$ cat src/rtl/regbank_dump_ctrl_if.sv
`default_nettype none
// ============================================================================
// Module  : regbank_dump_ctrl_if
// Purpose : valid/ready byte stream from the register dump sequencer.
// Rev     : 1.0
// ============================================================================
interface regbank_dump_ctrl_if #(
  parameter int BYTE_WIDTH = 8
);
  logic [BYTE_WIDTH-1:0] tx_data;
  logic                  tx_valid;
  logic                  tx_ready;

  modport master (
    output tx_data,
    output tx_valid,
    input  tx_ready
  );

  modport slave (
    input  tx_data,
    input  tx_valid,
    output tx_ready
  );
endinterface
`default_nettype wire

$ cat src/rtl/regbank_dump_ctrl.sv
`default_nettype none
// ============================================================================
// Module  : regbank_dump_ctrl
// Purpose : walks the register bank and streams every word out MSB byte first.
// Rev     : 1.0
// ============================================================================
module regbank_dump_ctrl #(
  parameter int REG_WIDTH     = 32,
  parameter int REG_ADDR_BITS = 5,
  parameter int BYTE_WIDTH    = 8
) (
  input  logic                     clk,
  input  logic                     reset,
  input  logic                     dump_start,
  input  logic                     pipe_write_w,
  input  logic [REG_ADDR_BITS-1:0] pipe_addr_reg_a,
  output logic                     rb_write_w,
  output logic [REG_ADDR_BITS-1:0] rb_addr_reg_a,
  input  logic [REG_WIDTH-1:0]     rb_reg_a_data,
  regbank_dump_ctrl_if.master      tx,
  output logic                     busy,
  output logic                     done
);

  localparam int BYTES = REG_WIDTH / BYTE_WIDTH;
  localparam int CNT_W = (BYTES > 1) ? $clog2(BYTES) : 1;
  localparam logic [CNT_W-1:0]         LAST_BYTE = CNT_W'(BYTES - 1);
  localparam logic [REG_ADDR_BITS-1:0] ADDR_MAX  = {REG_ADDR_BITS{1'b1}};

  typedef enum logic [2:0] {
    S_IDLE  = 3'd0,
    S_ADDR  = 3'd1,
    S_LATCH = 3'd2,
    S_SEND  = 3'd3,
    S_DONE  = 3'd4
  } state_t;

  state_t                   r_state;
  state_t                   w_state_nxt;
  logic [REG_ADDR_BITS-1:0] r_addr;
  logic [REG_ADDR_BITS-1:0] w_addr_nxt;
  logic [CNT_W-1:0]         r_cnt;
  logic [CNT_W-1:0]         w_cnt_nxt;
  logic [REG_WIDTH-1:0]     r_shift;
  logic [REG_WIDTH-1:0]     w_shift_nxt;
  logic                     r_valid;
  logic                     w_valid_nxt;
  logic                     r_busy;
  logic                     w_busy_nxt;
  logic                     r_done;
  logic                     w_done_nxt;
  logic                     w_pass;
  logic                     w_accept;

  always_ff @(posedge clk) begin
    if (reset) begin
      r_state <= S_IDLE;
      r_addr  <= '0;
      r_cnt   <= '0;
      r_shift <= '0;
      r_valid <= 1'b0;
      r_busy  <= 1'b0;
      r_done  <= 1'b0;
    end else begin
      r_state <= w_state_nxt;
      r_addr  <= w_addr_nxt;
      r_cnt   <= w_cnt_nxt;
      r_shift <= w_shift_nxt;
      r_valid <= w_valid_nxt;
      r_busy  <= w_busy_nxt;
      r_done  <= w_done_nxt;
    end
  end

  assign w_accept = r_valid && tx.tx_ready;

  always_comb begin
    w_state_nxt = r_state;
    w_addr_nxt  = r_addr;
    w_cnt_nxt   = r_cnt;
    w_shift_nxt = r_shift;
    w_valid_nxt = r_valid;
    w_busy_nxt  = r_busy;
    w_done_nxt  = 1'b0;
    case (r_state)
      S_IDLE: begin
        w_busy_nxt = 1'b0;
        if (dump_start) begin
          w_state_nxt = S_ADDR;
          w_addr_nxt  = '0;
          w_busy_nxt  = 1'b1;
        end
      end
      S_ADDR: begin
        w_state_nxt = S_LATCH;
      end
      S_LATCH: begin
        w_shift_nxt = rb_reg_a_data;
        w_cnt_nxt   = '0;
        w_valid_nxt = 1'b1;
        w_state_nxt = S_SEND;
      end
      S_SEND: begin
        if (w_accept) begin
          if (r_cnt == LAST_BYTE) begin
            w_valid_nxt = 1'b0;
            // Terminate on the last address rather than on counter wrap.
            if (r_addr == ADDR_MAX) begin
              w_state_nxt = S_DONE;
              w_done_nxt  = 1'b1;
              w_busy_nxt  = 1'b0;
            end else begin
              w_addr_nxt  = r_addr + 1'b1;
              w_state_nxt = S_ADDR;
            end
          end else begin
            w_shift_nxt = r_shift << BYTE_WIDTH;
            w_cnt_nxt   = r_cnt + 1'b1;
          end
        end
      end
      S_DONE: begin
        w_busy_nxt  = 1'b0;
        w_state_nxt = S_IDLE;
      end
      default: begin
        w_state_nxt = S_IDLE;
        w_busy_nxt  = 1'b0;
        w_valid_nxt = 1'b0;
      end
    endcase
  end

  // Write must be forced low while dumping: the bank only refreshes read-A then.
  assign w_pass        = (r_state == S_IDLE) || (r_state == S_DONE);
  assign rb_write_w    = w_pass ? pipe_write_w : 1'b0;
  assign rb_addr_reg_a = w_pass ? pipe_addr_reg_a : r_addr;

  assign tx.tx_data  = r_shift[REG_WIDTH-1 -: BYTE_WIDTH];
  assign tx.tx_valid = r_valid;
  assign busy        = r_busy;
  assign done        = r_done;

endmodule
`default_nettype wire

$ cat src/flat_wrapper.sv
// flat-port wrapper written by rule: the top's interface ports become plain ports
module regbank_dump_ctrl_flat 
#(
  parameter int REG_WIDTH     = 32,
  parameter int REG_ADDR_BITS = 5,
  parameter int BYTE_WIDTH    = 8
)
  (clk, reset, dump_start, pipe_write_w, pipe_addr_reg_a, rb_write_w, rb_addr_reg_a, rb_reg_a_data, busy, done, tx_tx_data, tx_tx_valid, tx_tx_ready);
  regbank_dump_ctrl_if #(.BYTE_WIDTH(BYTE_WIDTH)) tx_i ();
  input  logic clk;
  input  logic reset;
  input  logic dump_start;
  input  logic pipe_write_w;
  input  logic [REG_ADDR_BITS-1:0] pipe_addr_reg_a;
  output logic rb_write_w;
  output logic [REG_ADDR_BITS-1:0] rb_addr_reg_a;
  input  logic [REG_WIDTH-1:0] rb_reg_a_data;
  output logic busy;
  output logic done;
  output wire logic [$bits(tx_i.tx_data)-1:0] tx_tx_data;
  output wire logic [$bits(tx_i.tx_valid)-1:0] tx_tx_valid;
  input wire logic [$bits(tx_i.tx_ready)-1:0] tx_tx_ready;
  assign tx_tx_data = tx_i.tx_data;
  assign tx_tx_valid = tx_i.tx_valid;
  assign tx_i.tx_ready = tx_tx_ready;
  regbank_dump_ctrl #(.REG_WIDTH(REG_WIDTH), .REG_ADDR_BITS(REG_ADDR_BITS), .BYTE_WIDTH(BYTE_WIDTH)) u_core (.clk(clk), .reset(reset), .dump_start(dump_start), .pipe_write_w(pipe_write_w), .pipe_addr_reg_a(pipe_addr_reg_a), .rb_write_w(rb_write_w), .rb_addr_reg_a(rb_addr_reg_a), .rb_reg_a_data(rb_reg_a_data), .tx(tx_i), .busy(busy), .done(done));
endmodule
$ cat config.mk
export PLATFORM = sky130hd
export DESIGN_NAME = regbank_dump_ctrl_flat
export DESIGN_NICKNAME = d
export VERILOG_FILES = /design/src/rtl/regbank_dump_ctrl_if.sv /design/src/rtl/regbank_dump_ctrl.sv /design/src/flat_wrapper.sv
export SDC_FILE = /design/constraint.sdc
export NUM_CORES = 1
export LEC_CHECK = 0
export CORE_AREA = 2 2 74 76
export DETAILED_ROUTE_END_ITERATION = 12
export DIE_AREA = 0 0 76 78
export MAX_ROUTING_LAYER = met4
export PLACE_DENSITY = 0.78
export SLEW_MARGIN = 20
export SYNTH_ARGS = -nofsm -noshare
export SYNTH_HDL_FRONTEND = slang
export SYNTH_SLANG_ARGS = --single-unit
$ cat constraint.sdc
create_clock -name clk -period 3.2 [get_ports clk]
set_clock_uncertainty 0.05 [all_clocks]
set_input_delay 0.64 -clock clk [delete_from_list [all_inputs] [get_ports clk]]
set_output_delay 0.64 -clock clk [all_outputs]
set_load 0.02 [all_outputs]
# Word level (Yosys, flattened, before mapping)
# Index checks and enable logic that the tools add are counted.
[op_classes]
addsub = 2
eq_ne = 12
muxes = 27
bitwise = 5
n_reduce_logical = 13
[op_table]
columns = ["cell", "count"]
rows = [
  ["$mux 32", 2],
  ["$pmux 32 s2", 1],
  ["$mux 5", 5],
  ["$mux 3", 4],
  ["$pmux 3 s4", 1],
  ["$pmux 5 s2", 1],
  ["$reduce_and 3->1", 3],
  ["$mux 1", 8],
  ["$eq 3x2->1 const B", 2],
  ["$ne 2x1->1 const B", 3],
  ["$ne 2x2->1 const B", 3],
  ["$pmux 1 s3", 2],
  ["$add 5x1->5 const B", 1],
  ["$eq 5x5->1 const B", 1],
  ["$not 1->1", 5],
  ["$reduce_and 5->1", 1],
  ["$mux 2", 2],
  ["$pmux 2 s2", 1],
  ["$reduce_and 4->1", 1],
  ["$reduce_bool 2->1", 2],
  ["$reduce_or 4->1", 1],
  ["$eq 3x1->1 const B", 1],
  ["$eq 3x3->1 const B", 1],
  ["$logic_not 3->1", 1],
  ["other kinds (6)", 6],
]
[totals]
reg_bits = 45
input_bits = 42
out_inout_bits = 17
word_cells = 66

# Longest topological paths before layout
# Gate-level depths: netlist (run 1).
[depth]
word_depth = 5
depth_mapped = 6
mapped_depth_nobuf = 6

# Worst setup path before layout (run 1)
# Ideal clock, no wire load.
[synth_timing]
path_type = "reg-to-output"
start = "reg u_core.r_state[1]"
end = "out rb_addr_reg_a[0]"
arrival_ns = 1.260
required_time_ns = 2.510
path_slack_ns = 1.250
stages_incl_launch_ff = 5
path_buffers = 2
path_cell_list = "dfxtp_1 -> buf_4 -> buf_2 -> nor2_2 -> mux2_2"
[synth_via]
elab_chain_cells = 3
elab_cells_between_ends = 4
cone_classes = "eq/ne (1); mux (1); reduce/logical (2)"
[synth_lines]
columns = ["element", "line_no", "text"]
rows = [
  ["start, declared", "regbank_dump_ctrl.sv:38", "state_t r_state;"],
  ["start signal, assigned", "regbank_dump_ctrl.sv:65", "r_state <= w_state_nxt;"],
  ["$eq 3x3->1 / $logic_not 3->1 (equally long branches)", "regbank_dump_ctrl.sv:135", "assign w_pass = (r_state == S_IDLE) || (r_state == S_DONE);"],
  ["$logic_or 1x1->1 *", "regbank_dump_ctrl.sv:135", ""],
  ["$mux 5 *", "regbank_dump_ctrl.sv:137", "assign rb_addr_reg_a = w_pass ? pipe_addr_reg_a : r_addr;"],
  ["end, declared", "flat_wrapper.sv:16", "output logic [REG_ADDR_BITS-1:0] rb_addr_reg_a;"],
]
# Every way passes the cells marked *; elsewhere a longest branch is shown, timed or not.

# Final worst setup path (run 1)
# Ends and elaborated chain as after synthesis.

==> results of run 1 <==
kinds of logic (layout without fill, tap and decap cells):
kind of cell,count (synthesis),after routing,share of synthesized area
AO/OA/AOI/OAI,77,77,0.227
adder cells (fa/ha/maj),3,3,0.0152
buffers and inverters,49,87,0.0991
flip-flops,45,45,0.364
multiplexers,18,18,0.0749
AND/OR/NAND/NOR,75,75,0.220
layer usage:
metal  GRT usage  wire length (um)
met2       0.308              2630
met1       0.260              2740
met5           -                 0
met4      0.0691                64
met3      0.0360               298
how the worst max path moves through the flow:
stage	to	cells past startpoint
4_1_cts	rb_addr_reg_a[2]	3
3_5_place_dp	rb_addr_reg_a[0]	3
5_1_grt	rb_addr_reg_a[0]	3
2_1_floorplan	rb_addr_reg_a[0]	4
3_3_place_gp	rb_addr_reg_a[3]	4
6_report	rb_addr_reg_a[0]	3
Yosys cell counts (2+ instances only):
cell type | instances | share of area
a22oi_1 | 8 | 0.024
o221a_2 | 4 | 0.018
o21ai_1 | 4 | 0.0081
a21oi_1 | 20 | 0.040
nand2b_1 | 9 | 0.023
or3b_2 | 11 | 0.039
mux2i_1 | 14 | 0.057
nand3b_1 | 2 | 0.0061
nand2_1 | 5 | 0.0076
or2_2 | 2 | 0.0051
buf_4 | 11 | 0.033
nand3_1 | 11 | 0.022
mux2_2 | 4 | 0.018
ha_1 | 3 | 0.015
o21ai_0 | 11 | 0.022
clkbuf_1 | 12 | 0.018
nor2_1 | 2 | 0.0030
nor3_1 | 4 | 0.0081
or4b_1 | 13 | 0.053
o221a_1 | 8 | 0.036
inv_1 | 15 | 0.023
dfxtp_1 | 45 | 0.36
or3b_1 | 2 | 0.0071
buf_2 | 10 | 0.020
or4_1 | 3 | 0.0091
a211oi_1 | 14 | 0.042
critical path: cells and delay by family (launching register included):
kind | cells | cell delay [ns]
flops | 1 | 0.33
buf+inv | 1 | 0.53
simple gates | 1 | 0.37
mux | 1 | 0.39
layout make-up:
type | instances | area (um2) | share of cell area
clock buffer | 8 | 80.1 | 0.0260
inverter | 15 | 56.3 | 0.0183
multi-input combinational | 173 | 1330 | 0.431
sequential | 45 | 901 | 0.293
tap | 70 | 87.6 | 0.0285
timing repair buffer | 64 | 626 | 0.203
power by group:
| part | switching (W) | leakage (nW) | internal, W |
|---|---|---|---|
| combinational | 0.000136 | 0.720 | 0.000156 |
| clock | 0.000184 | 0.0395 | 0.000155 |
| sequential | 0.0000260 | 0.368 | 0.000598 |
| total | 0.000345 | 1.13 | 0.000909 |
state kept, by name, indices dropped and copies added (netlist names):
name,flops
u_core.busy,1
u_core.done,1
u_core.r_addr,5
u_core.r_cnt,2
u_core.r_shift,32
u_core.r_state,3
u_core.tx.tx_valid,1
metrics by stage:
step	setup slack, ns	area [um2]	instances
CTS	0.570	3080	375
detailed placement	0.665	3000	367
global route	0.507	3080	375
finish	0.594	3080	375
floorplan	1.25	2470	267
global placement	0.679	3000	367
==> reports/metrics.cfg, run 1 <==
[worst_setup_path]
reg2reg_from = u_core.r_addr[0]
crit_arrival_ns = 1.92
reg2reg_to = u_core.r_addr[1]
crit_type = flip-flop to output pin
required_ns = 2.51
crit_path_max_fanout = 9
cpMaxStageDelayCell = clkdlybuf4s50_1
startpoint = u_core.r_state[1]
crit_chain = nor2_2 -> mux2_2 -> clkdlybuf4s50_1
ff2ff_path_depth = 6
critPathCaptureType = output pin
reg2reg_slack_ns = 1.13
max_stage_delay_ns = 0.53
cp-start-kind = flip-flop

[layout]
antenna_cells = 0
syn_to_final_growth_pct = 24.4
fillers = 442
nets = 349
drive_gt1_frac = 0.125
final_common_cell = clkdlybuf4s50_1
final_cell_mix = clkdlybuf4s50_1 (58), dfxtp_1 (45), a21oi_1 (20), inv_1 (15)
utilization = 0.610

[sta]
tns_ns = 0
slew_violations = 0
max_slew.worst_pin.slew_ns = 0.804
hold_slack_ns = 0.435
post-route-period-util = 0.814
max-slew-margin-rel = 0.463
fmax_mhz = 384
setup_viol = 0
hold_viol_final = 0
period_minus_slack_ns = 2.61
rsz0062_at_grt = no

[routing]
wire_per_inst_um = 15.3
drt-total-wl_um = 5740
drtIter0Drc = 88
drtAntennaViolNets = 0
firstDrtPassIters = 5
vias = 2151
avgViaCountPerCell = 5.74
drc = 0

[cts]
cts-buffers-inserted = 5
clk_path_buf_depth = 2
cts_tree = done
clk_pin_slew_ns = 0.08
ctsResizeCount = 0
htree_num_levels = 2
clock_sinks = 45
clk_latency_ns = 0.29
post-cts-setup-buffer-count = 0
cts-root-buf = clkbuf_8
cts_hold_buffers = 0

[hold_path]
min_to = u_core.r_cnt[1]
hold_path.class = flip-flop to flip-flop
hold_depth = 2
min_from = u_core.r_cnt[1]

[floorplanning]
start_util = 0.491
io_pins = 59
design.core.area_um2 = 5040
rows = 26
die_w_um = 76
die_h_um = 78
dieArea_um2 = 5930

[global_routing]
antenna_found_initial = 0
grt_use_total = 0.198
grt_max_degree = 48
grt_pass1_vias = 1945
grt_overflow = 0
grt_pass1_wl_um = 9450

[synthesis]
synth_ff_type = dfxtp_1
ys_seq_area_frac = 0.364
synth_seq_cells = 45
avgSynthCellArea_um2 = 9.26
synth_warnings = 0
async_flop_share = 0
synthCells = 267
syn-cell-area_um2 = 2470
synth_cell_types = 46
synth_nets = 312
synth_edf_count = 0

[power_and_ir_drop]
pwr_density_cell_nw_per_um2 = 408
p_total_w = 0.00125
vdd_drop_max_mv = 0.250
leakage_nw = 1.13

[run_status]
status = completed

[place]
portBuffers = 58
hpwlAfterDp_um = 3780
routabilityCongestion = 0.771

[job]
cap_viol_max_count = 0

Power figures use the tool's default switching activity.
==> run 2, diff against run 1 <==
Settings changed: CORE_AREA 2 2 74 76 to 2 2 78 80, DIE_AREA 0 0 76 78 to 0 0 80 82, PLACE_DENSITY 0.78 to 0.74.
Clock period 3.2 ns to 2.3 ns, I/O delays scaled along.
==> run 2 against run 1 <==
Effect of this change:
- count of clock-buffer cells in the layout shrank 3
- power grew 41%
- sequential cell count is the same
- wire length shrank 1.7%
- critical path depth is the same
- hold slack gained 0.0057 ns
- via count shrank 0.88%
- clock power grew 44%
- die area grew 11%
- highest routed layer unchanged
==> reports/metrics.cfg, run 2 (synthesis results as in run 1) <==
[layout]
final_cell_mix = clkdlybuf4s50_1 (54), dfxtp_1 (45), a21oi_1 (20), inv_1 (15)
drive_gt1_frac = 0.146  ; +0.0210
antenna_cells = 0  ; unchanged
fin_area_um2 = 3130  ; +1.7%
multi_input_area_um2 = 1330  ; unchanged
syn_to_final_growth_pct = 26.6
utilization = 0.545  ; -0.0653
nets = 353  ; +1.1%
final_common_cell = clkdlybuf4s50_1
largest_reg_flops = 32  ; unchanged
fillers = 542  ; +23%
regMostFlops = u_core.r_shift
register_area_um2 = 901  ; unchanged
largestRegisters = u_core.r_shift (32), u_core.r_addr (5), u_core.r_state (3)

[global_routing]
grt_pass1_vias = 1902  ; -2.2%
grt_use_total = 0.182  ; -0.0155
grtUsageMet3 = 0.0286  ; -0.00748
grt_pass1_wl_um = 9260  ; -2.1%
grt_busiest_layer = met2
grt_max_degree = 48  ; unchanged
met2_usage = 0.278  ; -0.0305
grt_overflow = 0  ; unchanged
antenna_found_initial = 0  ; unchanged
met1_usage = 0.246  ; -0.0143

[place]
portBuffers = 58  ; unchanged
placed_cell_area_um2 = 3050  ; +1.6%
routabilityCongestion = 0.763  ; -0.96%
hpwlAfterDp_um = 3790  ; +0.24%

[sta]
max_slew.worst_pin.slew_ns = 0.747  ; -0.0566 ns
fmax_mhz = 452
rsz0062_at_grt = no
post-route-period-util = 0.963
period_minus_slack_ns = 2.21
setup_viol = 0  ; unchanged
tns_ns = 0  ; unchanged
hold_viol_final = 0  ; unchanged
max-slew-margin-rel = 0.501  ; +0.0378
slew_violations = 0  ; unchanged

[run_status]
status = completed

[worst_setup_path]
ff2ff_path_depth = 6  ; unchanged
crit_arrival_ns = 1.70  ; -0.22 ns
critPathCaptureType = output pin
crit_chain = nor2_2 -> mux2_2 -> clkdlybuf4s50_1
max_stage_delay_ns = 0.54  ; about the same
required_ns = 1.79  ; -0.72 ns
crit_type = flip-flop to output pin
reg2reg_to = u_core.r_addr[4]
crit_buf_inv = 1  ; unchanged
critical-path-top-delay-family = buffers and inverters
startpoint = u_core.r_state[1]
cpMaxStageDelayCell = clkdlybuf4s50_1
crit_path_max_fanout = 3  ; -6
reg2reg_slack_ns = 0.28  ; -0.85 ns
cp-start-kind = flip-flop
reg2reg_from = u_core.r_addr[0]

[hold_path]
min_to = u_core.r_cnt[1]
hold_path.class = flip-flop to flip-flop
hold_depth = 2  ; unchanged
min_from = u_core.r_cnt[1]

[power_and_ir_drop]
leakage_nw = 1.18  ; +4.5%
vdd_drop_max_mv = 0.307  ; +23%
pwr_density_cell_nw_per_um2 = 564  ; +38%

[cts]
clk_latency_ns = 0.30  ; about the same
htree_num_levels = 2  ; unchanged
cts_hold_buffers = 0  ; unchanged
clk_path_buf_depth = 2  ; unchanged
cts-buffers-inserted = 5  ; unchanged
clk_pin_slew_ns = 0.09  ; about the same
clock_sinks = 45  ; unchanged
cts_tree = done
cts-root-buf = clkbuf_8

[floorplanning]
die_h_um = 82  ; +5.1%
design.core.area_um2 = 5750  ; +14%
dieArea_um2 = 6560  ; +11%
rows = 28  ; +7.7%
die_w_um = 80  ; +5.3%
io_pins = 59  ; unchanged
start_util = 0.431  ; -0.0600

[routing]
drc = 0  ; unchanged
vias = 2132  ; -0.88%
drtAntennaViolNets = 0  ; unchanged
drtIter0Drc = 103  ; +17%
avgViaCountPerCell = 5.55  ; -3.2%
firstDrtPassIters = 4  ; -1
drt-total-wl_um = 5640  ; -1.7%
wire_per_inst_um = 14.7  ; -4.0%

[job]
cap_viol_max_count = 0  ; unchanged

run 2: changes by cell type in the layout (fill, tap and decap cells not counted), sizes merged:
| cell | previous run | this run |
|---|---|---|
| buf | 6 | 10 |
| clkbuf | 8 | 5 |
| clkdlybuf4s50 | 58 | 54 |
| clkinv | 0 | 2 |
| clkinvlp | 0 | 1 |
| dlygate4sd2 | 0 | 3 |
| dlymetal6s2s | 0 | 1 |
run 2: metrics by stage:
step                      hold WS [ns]  total power (W)  worst slack, ns  instances
final                            0.440          0.00177           0.0855        384
after global routing             0.457          0.00186           0.0241        384
after CTS                        0.437          0.00178           0.0158        384
after detailed placement         0.425          0.00130            0.124        376
after global placement           0.413          0.00129            0.151        376
after floorplan                  0.407          0.00115            0.460        267
run 2: final cells by class:
cell class / count / area share
flip-flops and latches: 45 / 0.288
multi-input cells: 173 / 0.424
clock buffers: 5 / 0.0220
well taps: 75 / 0.0300
clock inverters: 3 / 0.00559
inverters: 15 / 0.0180
repair buffers: 68 / 0.213
run 2: power by group:
group	internal, W	switching [W]
Combinational	0.000222	0.000188
Sequential	0.000831	0.0000367
Clock	0.000210	0.000278
Total	0.00126	0.000503
run 2: repair_timing:
item / in CTS / in global routing
setup buffers: 0 / 0
endpoints found under the setup margin: 3 / 1
pin swaps: 0 / 0
resized for setup: 3 / 1
run 2: how the worst max path moves through the flow:
stage	slack, ns	endpoint	cells past startpoint
final	0.09	rb_addr_reg_a[4]	3
after detailed placement	0.12	rb_addr_reg_a[2]	3
after global placement	0.15	rb_addr_reg_a[4]	3
after floorplan	0.46	u_core.r_addr[1]	6
after global routing	0.02	rb_addr_reg_a[4]	3
after CTS	0.02	rb_addr_reg_a[3]	5
run 2: tightest hold or removal path, cell delays in order, from the launching register on:
cell and delay [ns]:
dfxtp_1 0.32, inv_1 0.05, o32ai_1 0.08
run 2: routing by layer:
layer / up-vias / routed length (um)
met4: 0 / 44
li1: 1072 / -
met1: 1003 / 2840
met5: - / 0
met3: 6 / 247
met2: 51 / 2520
==> run 3, diff against run 2 <==
Settings changed: CORE_AREA 2 2 78 80 to 2 2 74 76, DIE_AREA 0 0 80 82 to 0 0 76 78, PLACE_DENSITY 0.74 to 0.78.
Clock period 2.3 ns to 2.8 ns, I/O delays scaled along.
==> run 3 against run 2 <==
Effect of this change:
- core utilization up 6.8 points
- sequential cell count unchanged
- global-route usage up 2.0 points
- wire length down 2.6%
- setup slack better by 0.22 ns
- sequential power down 18%
- first-iteration DRC count up 52%
- combinational power down 19%
- register-to-register slack better by 0.50 ns
- critical endpoint unchanged
- largest power group unchanged
==> reports/metrics.cfg, run 3 (synthesis results as in run 1) <==
[layout]
final_common_cell = clkdlybuf4s50_1
regMostFlops = u_core.r_shift
utilization = 0.613  ; +0.0681
syn_to_final_growth_pct = 25.0
finalNonFillerCells = 376  ; -2.1%
nets = 350  ; -0.85%
largest_reg_flops = 32  ; unchanged
final_cell_mix = clkdlybuf4s50_1 (58), dfxtp_1 (45), a21oi_1 (20), inv_1 (15)
drive_gt1_frac = 0.137  ; -0.00838
antenna_cells = 0  ; unchanged
fillers = 436  ; -20%
largestRegisters = u_core.r_shift (32), u_core.r_addr (5), u_core.r_state (3)

[sta]
max-slew-margin-rel = 0.451  ; -0.0500
post-route-period-util = 0.892
setup_ws_ns = 0.301  ; +0.216 ns
rsz0062_at_grt = no
setup_viol = 0  ; unchanged
slew_violations = 0  ; unchanged
fmax_mhz = 400
period_minus_slack_ns = 2.50
hold_viol_final = 0  ; unchanged
max_slew.worst_pin.slew_ns = 0.822  ; +0.0748 ns
tns_ns = 0  ; unchanged

[routing]
drtAntennaViolNets = 0  ; unchanged
wire_per_inst_um = 14.6  ; -0.57%
drc = 0  ; unchanged
drtIter0Drc = 157  ; +52%
firstDrtPassIters = 4  ; unchanged
vias = 2135  ; +0.14%
drt-total-wl_um = 5500  ; -2.6%
avgViaCountPerCell = 5.68  ; +2.3%

[cts]
clk_latency_ns = 0.30  ; about the same
cts_tree = done
htree_num_levels = 2  ; unchanged
clk_path_buf_depth = 2  ; unchanged
ctsResizeCount = 0  ; -3
post-cts-setup-buffer-count = 0  ; unchanged
cts-buffers-inserted = 5  ; unchanged
clock_sinks = 45  ; unchanged
cts-root-buf = clkbuf_8
clk_pin_slew_ns = 0.08  ; about the same
cts_hold_buffers = 0  ; unchanged

[power_and_ir_drop]
vdd_drop_max_mv = 0.205  ; -33%
leakage_nw = 1.14  ; -3.4%
p_total_w = 0.00144  ; -18%
pwr_density_cell_nw_per_um2 = 466  ; -17%

[worst_setup_path]
crit_path_max_fanout = 9  ; +6
crit_arrival_ns = 1.89  ; +0.19 ns
crit_chain = nor2_2 -> mux2_2 -> clkdlybuf4s50_1
critPathCaptureType = output pin
max_stage_delay_ns = 0.54  ; about the same
crit_type = flip-flop to output pin
cpMaxStageDelayCell = clkdlybuf4s50_1
required_ns = 2.19  ; +0.40 ns
cp-start-kind = flip-flop

[hold_path]
hold_path.class = flip-flop to flip-flop

[floorplanning]
die_w_um = 76  ; -5.0%
dieArea_um2 = 5930  ; -9.6%
io_pins = 59  ; unchanged
die_h_um = 78  ; -4.9%
start_util = 0.491  ; +0.0600
rows = 26  ; -7.1%
design.core.area_um2 = 5040  ; -12%

[global_routing]
grt_pass1_wl_um = 9730  ; +5.1%
antenna_found_initial = 0  ; unchanged
grt_max_degree = 48  ; unchanged
grt_overflow = 0  ; unchanged
grt_use_total = 0.202  ; +0.0200
grt_pass1_vias = 2056  ; +8.1%

[place]
dp_cells = 368  ; -2.1%
portBuffers = 58  ; unchanged
routabilityCongestion = 0.827  ; +8.4%
post-place-ws_ns = 0.415  ; +0.291 ns
hpwlAfterDp_um = 3620  ; -4.6%

[job]
cap_viol_max_count = 0  ; unchanged

[run_status]
status = completed

[run 3: path summary, 6_finish.rpt]
kind                     start               end  slack [ns]  depth (start not counted)
max          u_core.r_state[1]  rb_addr_reg_a[4]        0.30                          3
min reg2reg    u_core.r_cnt[1]   u_core.r_cnt[1]        0.44                          2
min            u_core.r_cnt[1]   u_core.r_cnt[1]        0.44                          2
max reg2reg   u_core.r_addr[0]  u_core.r_addr[1]        0.78                          6
[run 3: per-stage QoR]
| stage | hold WS [ns] | cell area [um2] |
|---|---|---|
| after floorplan | 0.407 | 2470 |
| after global placement | 0.415 | 3010 |
| after detailed placement | 0.426 | 3010 |
| after CTS | 0.438 | 3090 |
| after global routing | 0.463 | 3090 |
| final | 0.435 | 3090 |
[run 3: power breakdown]
group          internal [W]  switching (W)  leakage (nW)
logic              0.000180       0.000153         0.725
registers          0.000683      0.0000296         0.368
clock network      0.000172       0.000224        0.0439
total               0.00104       0.000406          1.14
[run 3: layout make-up]
class | count | area (um2) | share of cell area
clock buffer | 5 | 68.8 | 0.0223
timing repair buffer | 65 | 633 | 0.205
inverter | 15 | 56.3 | 0.0182
clock inverter | 3 | 17.5 | 0.00567
sequential | 45 | 901 | 0.291
tap | 70 | 87.6 | 0.0283
multi-input combinational | 173 | 1330 | 0.429
[run 3: critical path, delay by kind of cell, from the launching register on]
kind	cells	cell delay, ns
buffers and inverters	1	0.54
muxes	1	0.38
and+or+nand+nor	1	0.35
DFF	1	0.33
[run 3: routing by layer]
metal | part of all wire | track usage | vias to the layer above
li1 | - | - | 1070
met1 | 0.50 | 0.284 | 1006
met2 | 0.45 | 0.293 | 52
met3 | 0.041 | 0.0314 | 7
met4 | 0.015 | 0.0782 | 0
met5 | 0 | - | -
